===== src/rtl/pc_fetch_seq.sv =====
// Program-counter / fetch sequencer with relative branches, jumps,
// a return-address stack and a boot/run/halt/fault state machine.
module pc_fetch_seq #(
  parameter int                ADDR_W    = 8,
  parameter int                RAS_DEPTH = 4,
  parameter logic [ADDR_W-1:0] RESET_VEC = '0
) (
  input  logic                           clk,
  input  logic                           reset,
  input  logic                           halt,
  input  logic                           resume,
  input  logic                           br_en,
  input  logic [1:0]                     br_mode,
  input  logic                           lt_flag,
  input  logic                           eq_flag,
  input  logic [ADDR_W-1:0]              br_off,
  input  logic                           jmp_en,
  input  logic                           call_en,
  input  logic                           ret_en,
  input  logic [ADDR_W-1:0]              jmp_addr,
  output logic [ADDR_W-1:0]              pc,
  output logic                           pc_valid,
  output logic [1:0]                     state,
  output logic [$clog2(RAS_DEPTH+1)-1:0] ras_depth,
  output logic                           fault_ovf,
  output logic                           fault_unf
);

  localparam int DW = $clog2(RAS_DEPTH + 1);
  localparam int IW = (RAS_DEPTH > 1) ? $clog2(RAS_DEPTH) : 1;

  localparam logic [1:0] S_BOOT  = 2'b00;
  localparam logic [1:0] S_RUN   = 2'b01;
  localparam logic [1:0] S_HALT  = 2'b10;
  localparam logic [1:0] S_FAULT = 2'b11;

  localparam logic [DW-1:0] FULL = DW'(RAS_DEPTH);
  localparam logic [DW-1:0] ONE  = DW'(1);

  logic [ADDR_W-1:0] ras [RAS_DEPTH];

  logic [ADDR_W-1:0] pc_d;
  logic [ADDR_W-1:0] pc_inc;
  logic [1:0]        state_d;
  logic [DW-1:0]     depth_d;
  logic              ovf_d;
  logic              unf_d;
  logic              push;
  logic              taken;
  logic [IW-1:0]     top_idx;
  logic [IW-1:0]     push_idx;

  assign pc_inc   = pc + ADDR_W'(1);
  assign top_idx  = IW'(ras_depth - ONE);
  assign push_idx = IW'(ras_depth);
  assign pc_valid = (state == S_RUN);

  always_comb begin
    taken = 1'b0;
    unique case (br_mode)
      2'b00: taken = lt_flag;
      2'b01: taken = !eq_flag;
      2'b10: taken = eq_flag;
      2'b11: taken = !lt_flag;
    endcase
  end

  // Control priority: halt > ret > call > jmp > branch > sequential
  always_comb begin
    pc_d    = pc;
    state_d = state;
    depth_d = ras_depth;
    ovf_d   = fault_ovf;
    unf_d   = fault_unf;
    push    = 1'b0;
    unique case (state)
      S_BOOT: state_d = S_RUN;
      S_RUN: begin
        if (halt) begin
          state_d = S_HALT;
        end else if (ret_en) begin
          if (ras_depth == '0) begin
            unf_d   = 1'b1;
            state_d = S_FAULT;
          end else begin
            pc_d    = ras[top_idx];
            depth_d = ras_depth - ONE;
          end
        end else if (call_en) begin
          if (ras_depth == FULL) begin
            ovf_d   = 1'b1;
            state_d = S_FAULT;
          end else begin
            push    = 1'b1;
            pc_d    = jmp_addr;
            depth_d = ras_depth + ONE;
          end
        end else if (jmp_en) begin
          pc_d = jmp_addr;
        end else if (br_en && taken) begin
          pc_d = pc + br_off;
        end else begin
          pc_d = pc_inc;
        end
      end
      S_HALT: begin
        if (resume && !halt) state_d = S_RUN;
      end
      S_FAULT: ;
    endcase
  end

  always_ff @(posedge clk or negedge reset) begin
    if (!reset) begin
      pc        <= RESET_VEC;
      state     <= S_BOOT;
      ras_depth <= '0;
      fault_ovf <= 1'b0;
      fault_unf <= 1'b0;
    end else begin
      pc        <= pc_d;
      state     <= state_d;
      ras_depth <= depth_d;
      fault_ovf <= ovf_d;
      fault_unf <= unf_d;
    end
  end

  // Stack storage is never cleared; only entries below ras_depth matter
  always_ff @(posedge clk) begin
    if (push) ras[push_idx] <= pc_inc;
  end

endmodule

===== config.mk =====
export PLATFORM = sky130hd
export DESIGN_NAME = pc_fetch_seq
export DESIGN_NICKNAME = d
export VERILOG_FILES = /design/src/rtl/pc_fetch_seq.sv
export SDC_FILE = /design/constraint.sdc
export NUM_CORES = 1
export LEC_CHECK = 0
export CORE_AREA = 2 2 79 100
export DETAILED_ROUTE_END_ITERATION = 8
export DIE_AREA = 0 0 81 102
export GPL_TIMING_DRIVEN = 1
export PLACE_DENSITY = 0.59
export REMOVE_ABC_BUFFERS = 1
export SETUP_SLACK_MARGIN = 0.15
export SYNTH_ARGS = -nofsm -noshare
export SYNTH_HDL_FRONTEND = slang
export SYNTH_SLANG_ARGS = --single-unit

===== constraint.sdc =====
create_clock -name clk -period 4.8 [get_ports clk]
set_input_delay 1.2 -clock clk [delete_from_list [all_inputs] [get_ports clk]]
set_output_delay 1.2 -clock clk [all_outputs]
set_load 0.01 [all_outputs]

==> qor.yml, run 1 <==
detailed_routing:
  first_iter_violations: 89
  drt_first_pass_iters: 4
  via_per_inst: 5.34
  drc_errors: 0
  ant_nets: 0
  num_vias: 1918
  wl_um: 5980
  routedWlPerCell_um: 16.6
yosys:
  synth_top_area_frac: 0.361
  yosys-top-cells-area: "edfxtp_1 (36%), dfrtp_1 (14%), ha_1 (6.1%)"
  syn-cell-area_mm2: 0.00266
  synth_top_cell_by_area: "edfxtp_1"
  yosysWarnings: 0
  ys_types: 53
  synth_cells: 221
  synth-seq-area-share: 0.502
  ys_async_sr_fraction: 0.319
  synth.avg_cell_area_um2: 12.1
  synth_edf_count: 32
  ys_ff_latch: 47
  ys.flop_type: "edfxtp_1"
die:
  rows: 35
  die_x_um: 81
  core_mm2: 0.00727
  initial_utilization: 0.366
  die_h_um: 102
  die_area_mm2: 0.00826
  ioPinCount: 44
placed_design:
  io_buffers: 43
  gp_congestion: 0.747
  dp_slack_ps: 1330
  place_area_mm2: 0.00319
  dp_hpwl_um: 4530
power_and_ir_drop:
  p_seq_frac: 0.397
  p_switching_mw: 0.615
  switching_share: 0.374
  vdd_drop_max_mv: 0.247
  clockPowerShare: 0.143
  p_comb_frac: 0.460
  powerDensity_mw_per_mm2: 502
  p_int_mw: 1.03
  power.leakage_nw: 1.20
clock_tree:
  postCtsHoldBufs: 0
  clock_tree.buffer_depth: 2
  clk_pin_slew_worst_paths_ps: 80
  cts_tree: "done"
  cts_setup_buffers: 0
  cts_root_buf: "clkbuf_8"
  ctsResizeCount: 0
  cts_buffers: 5
  cts.sinks: 47
  htree_levels: 2
  clock_latency_ps: 300
setup_path:
  worstSetupEndpointType: "flip-flop"
  crit_type: "primary input to flip-flop"
  slowest_stage: "clkdlybuf4s50_1"
  startpoint_type: "primary input"
  cp_top_family: "simple AND/OR/NAND/NOR gates"
  crit_required_ps: 5030
  cpPeakStageDelay_ps: 840
  worstPathCellList: "clkdlybuf4s50_1 -> nand3b_1 -> nand3_4 -> or3_1 -> o2bb2ai_1 -> nor3_2"
  path_buf_inv: 1
  cp_max_fo: 23
  cp.arrival_ps: 3410
flow_run:
  max-cap-violations: 0
sta:
  fin_skew_ps: 8.16
  timing.slew.headroom: 0.436
  setup-violations-final: 0
  grt_setup_unrepaired: "false"
  holdWs_ps: 481
  fmax_ghz: 0.314
  tns_ps: 0
  period_share: 0.663
  period_minus_slack_ps: 3180
  hold_violations: 0
  worst_slew_pin_slew_ps: 843
  report.final.slew_viol_count: 0
  fin_ws_ps: 1620
grt:
  grt_usage: 0.161
  antenna_found_initial: 0
  grt_max_degree: 24
  grt_pass1_vias: 2025
  grt_overflow: 0
  grt_pass1_wl_um: 9990
finish:
  seq_area_mm2: 0.00134
  fin_nets: 308
  final_cell_area_mm2: 0.00328
  post-route-util: 0.451
  num_antenna_cells: 0
  area_growth_pct: 23.0
  multi_input_area_mm2: 0.00127
  drive_gt1_frac: 0.0824
  fillers: 730
min_path:
  hp-class: "flip-flop to flip-flop"
outcome:
  outcome: "finished, final reports clean"
-- worst register-to-register path, delay by kind of cell, from the launching register on --
family,cells,cell delay (ps)
AO/OA/AOI/OAI,3,510
adder cells (fa/ha/maj),1,660
buffers and inverters,1,230
flip-flops,1,740
multiplexers,2,470
-- routing by layer --
| metal | global-route usage | part of all wire | vias to the layer above |
|---|---|---|---|
| li1 | - | - | 934 |
| met1 | 0.202 | 0.42 | 933 |
| met2 | 0.284 | 0.52 | 42 |
| met3 | 0.0212 | 0.040 | 9 |
| met4 | 0.0574 | 0.020 | 0 |
| met5 | 0 | 0 | - |
-- power by group through the flow --
stage	Sequential, mW	Combinational, mW	Clock, mW
global route	0.668	0.844	0.256
finish	0.653	0.756	0.236
floorplan	0.657	0.470	0
detailed placement	0.663	0.761	0
CTS	0.654	0.767	0.242
global placement	0.664	0.760	0
-- cell families after synthesis --
| family | count (synthesis) | synth area share |
|---|---|---|
| and+or+nand+nor | 68 | 0.149 |
| AOI/OAI and AO/OA | 52 | 0.134 |
| DFF | 47 | 0.502 |
| xor gates and xnor gates | 15 | 0.0493 |
| buffers and inverters | 14 | 0.0225 |
| adders and majority gates | 14 | 0.0686 |
| muxes | 11 | 0.0747 |
-- synthesized netlist by cell type (all sizes together) (2+ instances only) --
library cell,n
a211oi,4
a21o,3
a21oi,12
a22o,2
a22oi,2
a31oi,3
and2,3
and4b,2
buf,5
dfrtp,15
edfxtp,32
ha,13
inv,8
mux2i,3
mux4,7
nand2,8
nand3,8
nand3b,2
nor2,15
nor2b,10
nor3,8
nor3b,4
o2111ai,2
o21ai,9
o21bai,2
o22ai,2
o41ai,2
or2,2
xnor2,9
xor2,6
-- per-stage QoR --
stage | total power [mW] | instances
final | 1.65 | 359
after global routing | 1.77 | 359
after CTS | 1.66 | 359
after detailed placement | 1.42 | 351
after global placement | 1.42 | 351
after floorplan | 1.13 | 215
-- layout make-up --
type	count	area share
clock buffer	5	0.0210
clock inverter	3	0.00611
inverter	8	0.00917
multi-input combinational	160	0.387
sequential	47	0.408
tap	92	0.0351
timing repair buffer	44	0.134
-- sequential cells by signal, summed over array words and instances, names as in the netlist --
name,cells
fault_ovf,1
fault_unf,1
pc,8
ras,32
ras_depth,3
state,2
-- layout by cell type, fill, tap and decap left out, types with 2 or more instances in the layout --
cell type	count
and4b_1	2
clkdlybuf4s50_1	43
mux2i_1	3
dfrtp_1	15
a21o_1	3
nand2_1	8
o22ai_1	2
xnor2_1	9
nor3b_1	3
o41ai_1	2
nor2b_1	10
a22o_1	2
clkbuf_8	5
nor2_1	15
a22oi_1	2
a31oi_1	3
a21oi_1	12
o2111ai_1	2
edfxtp_1	32
a211oi_1	4
and2_1	3
o21bai_1	2
or2_2	2
inv_1	8
ha_1	13
nor3_1	7
nand3_1	7
nand3b_1	2
o21ai_0	9
xor2_1	6
mux4_2	7
-- worst paths after layout --
kind,slack (ps),endpoint,from,cells past startpoint
worst max-delay path,1620,pc[5],ret_en,6
worst min-delay path,480,fault_unf,fault_unf,1
worst max register to register,2110,pc[6],ras_depth[0],7
worst min register to register,480,fault_unf,fault_unf,1
max in group asynchronous,3000,pc[0],reset,1
min in group asynchronous,1320,ras_depth[0],reset,1
Power figures use the tool's default switching activity.
==> run 2, diff against run 1 <==
Clock period 4.8 ns to 3.1 ns, I/O delays scaled along.
==> run 2 against run 1 <==
Against the previous run: die area unchanged; first-iteration DRC count increased by 4.5%; sequential share of layout area fell by 0.45 points; clock skew decreased by 3.1 ps; global-route usage is 0.34 points lower; utilization is 0.50 points higher; wire length is 2.2% higher; clock power grew 57%; worst hold slack gained 3.9 ps; non-clock buffer count up 5; combinational power is 61% higher; critical endpoint is now pc[6]; largest power group unchanged.
==> qor.yml, run 2 (same netlist as run 1, synthesis figures left out) <==
die:
  core_mm2: 0.00727
  rows: 35
  die_h_um: 102
  die_x_um: 81
  initial_utilization: 0.366
  ioPinCount: 44
  die_area_mm2: 0.00826
flow_run:
  max-cap-violations: 0
outcome:
  outcome: "finished, final reports clean"
setup_path:
  cpPeakStageDelay_ps: 470
  crit_type: "primary input to flip-flop"
  r2r-start: "pc[0]"
  cp_top_family: "simple AND/OR/NAND/NOR gates"
  startpoint_type: "primary input"
  crit_required_ps: 3280
  path_buf_inv: 2
  crit_path_start: "br_off[0]"
  cp.arrival_ps: 2780
  r2r_slack_ps: 840
  worstPathCellList: "clkdlybuf4s50_1 -> ha_1 -> inv_1 -> fa_1 -> nor2b_1 -> o2111ai_1 -> and3_1 -> nor4_1 -> o21ai_0"
  cp_max_fo: 2
  rr_worst_depth: 8
  worstSetupEndpointType: "flip-flop"
  reg2reg_to: "pc[6]"
  slowest_stage: "clkdlybuf4s50_1"
detailed_routing:
  drt_first_pass_iters: 4
  routedWlPerCell_um: 16.8
  ant_nets: 0
  num_vias: 1917
  drc_errors: 0
  wl_um: 6110
  first_iter_violations: 93
  via_per_inst: 5.27
grt:
  grt_pass1_vias: 1884
  grt_max_degree: 18
  grt_usage: 0.158
  grt_pass1_wl_um: 9650
  grt_overflow: 0
  antenna_found_initial: 0
finish:
  num_antenna_cells: 0
  final_common_cell: "clkdlybuf4s50_1"
  seq_area_mm2: 0.00134
  largest_reg_flops: 32
  area_growth_pct: 24.3
  post-route-util: 0.456
  regMostFlops: "ras"
  fillers: 728
  top_regs: "ras x32, pc x8, ras_depth x3"
  final_cell_mix: "clkdlybuf4s50_1 (43), edfxtp_1 (32), nor2_1 (15), dfrtp_1 (15), ha_1 (13)"
  final_cells: 364
  multi_input_area_mm2: 0.00127
  drive_gt1_frac: 0.103
  fin_nets: 313
min_path:
  worst_hold_path.num_cells: 1
  hold_start: "fault_unf"
  hp-class: "flip-flop to flip-flop"
  min_to: "fault_unf"
clock_tree:
  cts.sinks: 47
  htree_levels: 2
  postCtsHoldBufs: 0
  cts_setup_buffers: 0
  clk_pin_slew_worst_paths_ps: 80
  cts_buffers: 5
  clock_latency_ps: 300
  ctsResizeCount: 0
  cts_root_buf: "clkbuf_8"
  cts_tree: "done"
  clock_tree.buffer_depth: 2
placed_design:
  io_buffers: 43
  dp_hpwl_um: 4590
  dp_slack_ps: 207
  dp_cells: 356
  gp_congestion: 0.754
sta:
  tns_ps: 0
  period_share: 0.838
  report.final.slew_viol_count: 0
  grt_setup_unrepaired: "false"
  setup-violations-final: 0
  period_minus_slack_ps: 2600
  fmax_ghz: 0.385
  timing.slew.headroom: 0.512
  fin_skew_ps: 5.10
  hold_violations: 0
  worst_slew_pin_slew_ps: 730
  fin_ws_ps: 501
power_and_ir_drop:
  powerDensity_mw_per_mm2: 776
  vdd_drop_max_mv: 0.354
  power.leakage_nw: 1.23
  power_mw: 2.57
run 2: how the worst max path moves through the flow:
stage / slack (ps) / cells after the start / endpoint
6_report: 500 / 9 / pc[6]
5_1_grt: 440 / 9 / pc[6]
4_1_cts: 520 / 9 / pc[6]
3_5_place_dp: 210 / 9 / pc[6]
3_3_place_gp: 260 / 9 / pc[6]
2_1_floorplan: 780 / 3 / ras[0][0]
run 2: worst register-to-register path, delay by kind of cell (launching register included):
family,cells,cell delay (ps)
adder cells (fa/ha/maj),2,630
AO/OA/AOI/OAI,2,280
flip-flops,1,540
AND/OR/NAND/NOR,3,640
buffers and inverters,1,60
run 2: metal layers:
layer	global-route usage	wire, um	part of all wire	vias up
li1	-	-	-	944
met1	0.205	2760	0.45	937
met2	0.273	3090	0.51	30
met3	0.0212	173	0.028	6
met4	0.0469	85	0.014	0
met5	0	0	0	-
run 2: stage by stage:
| step | instance area (um2) | hold WS (ps) |
|---|---|---|
| 3_5_place_dp | 3220 | 474 |
| 5_1_grt | 3310 | 523 |
| 6_report | 3310 | 485 |
| 3_3_place_gp | 3220 | 468 |
| 4_1_cts | 3310 | 493 |
| 2_1_floorplan | 2630 | 479 |
run 2: layout make-up:
type,count,share of cell area
sequential,47,0.403
multi-input combinational,160,0.383
timing repair buffer,49,0.144
tap,92,0.0348
clock buffer,5,0.0208
inverter,8,0.00907
clock inverter,3,0.00567
run 2: power by group:
| part | total (mW) | switching (mW) | leakage (nW) | internal [mW] |
|---|---|---|---|---|
| clock | 0.370 | 0.211 | 0.0483 | 0.159 |
| combinational | 1.22 | 0.604 | 0.719 | 0.617 |
| sequential | 0.980 | 0.144 | 0.466 | 0.835 |
| total | 2.57 | 0.959 | 1.23 | 1.61 |
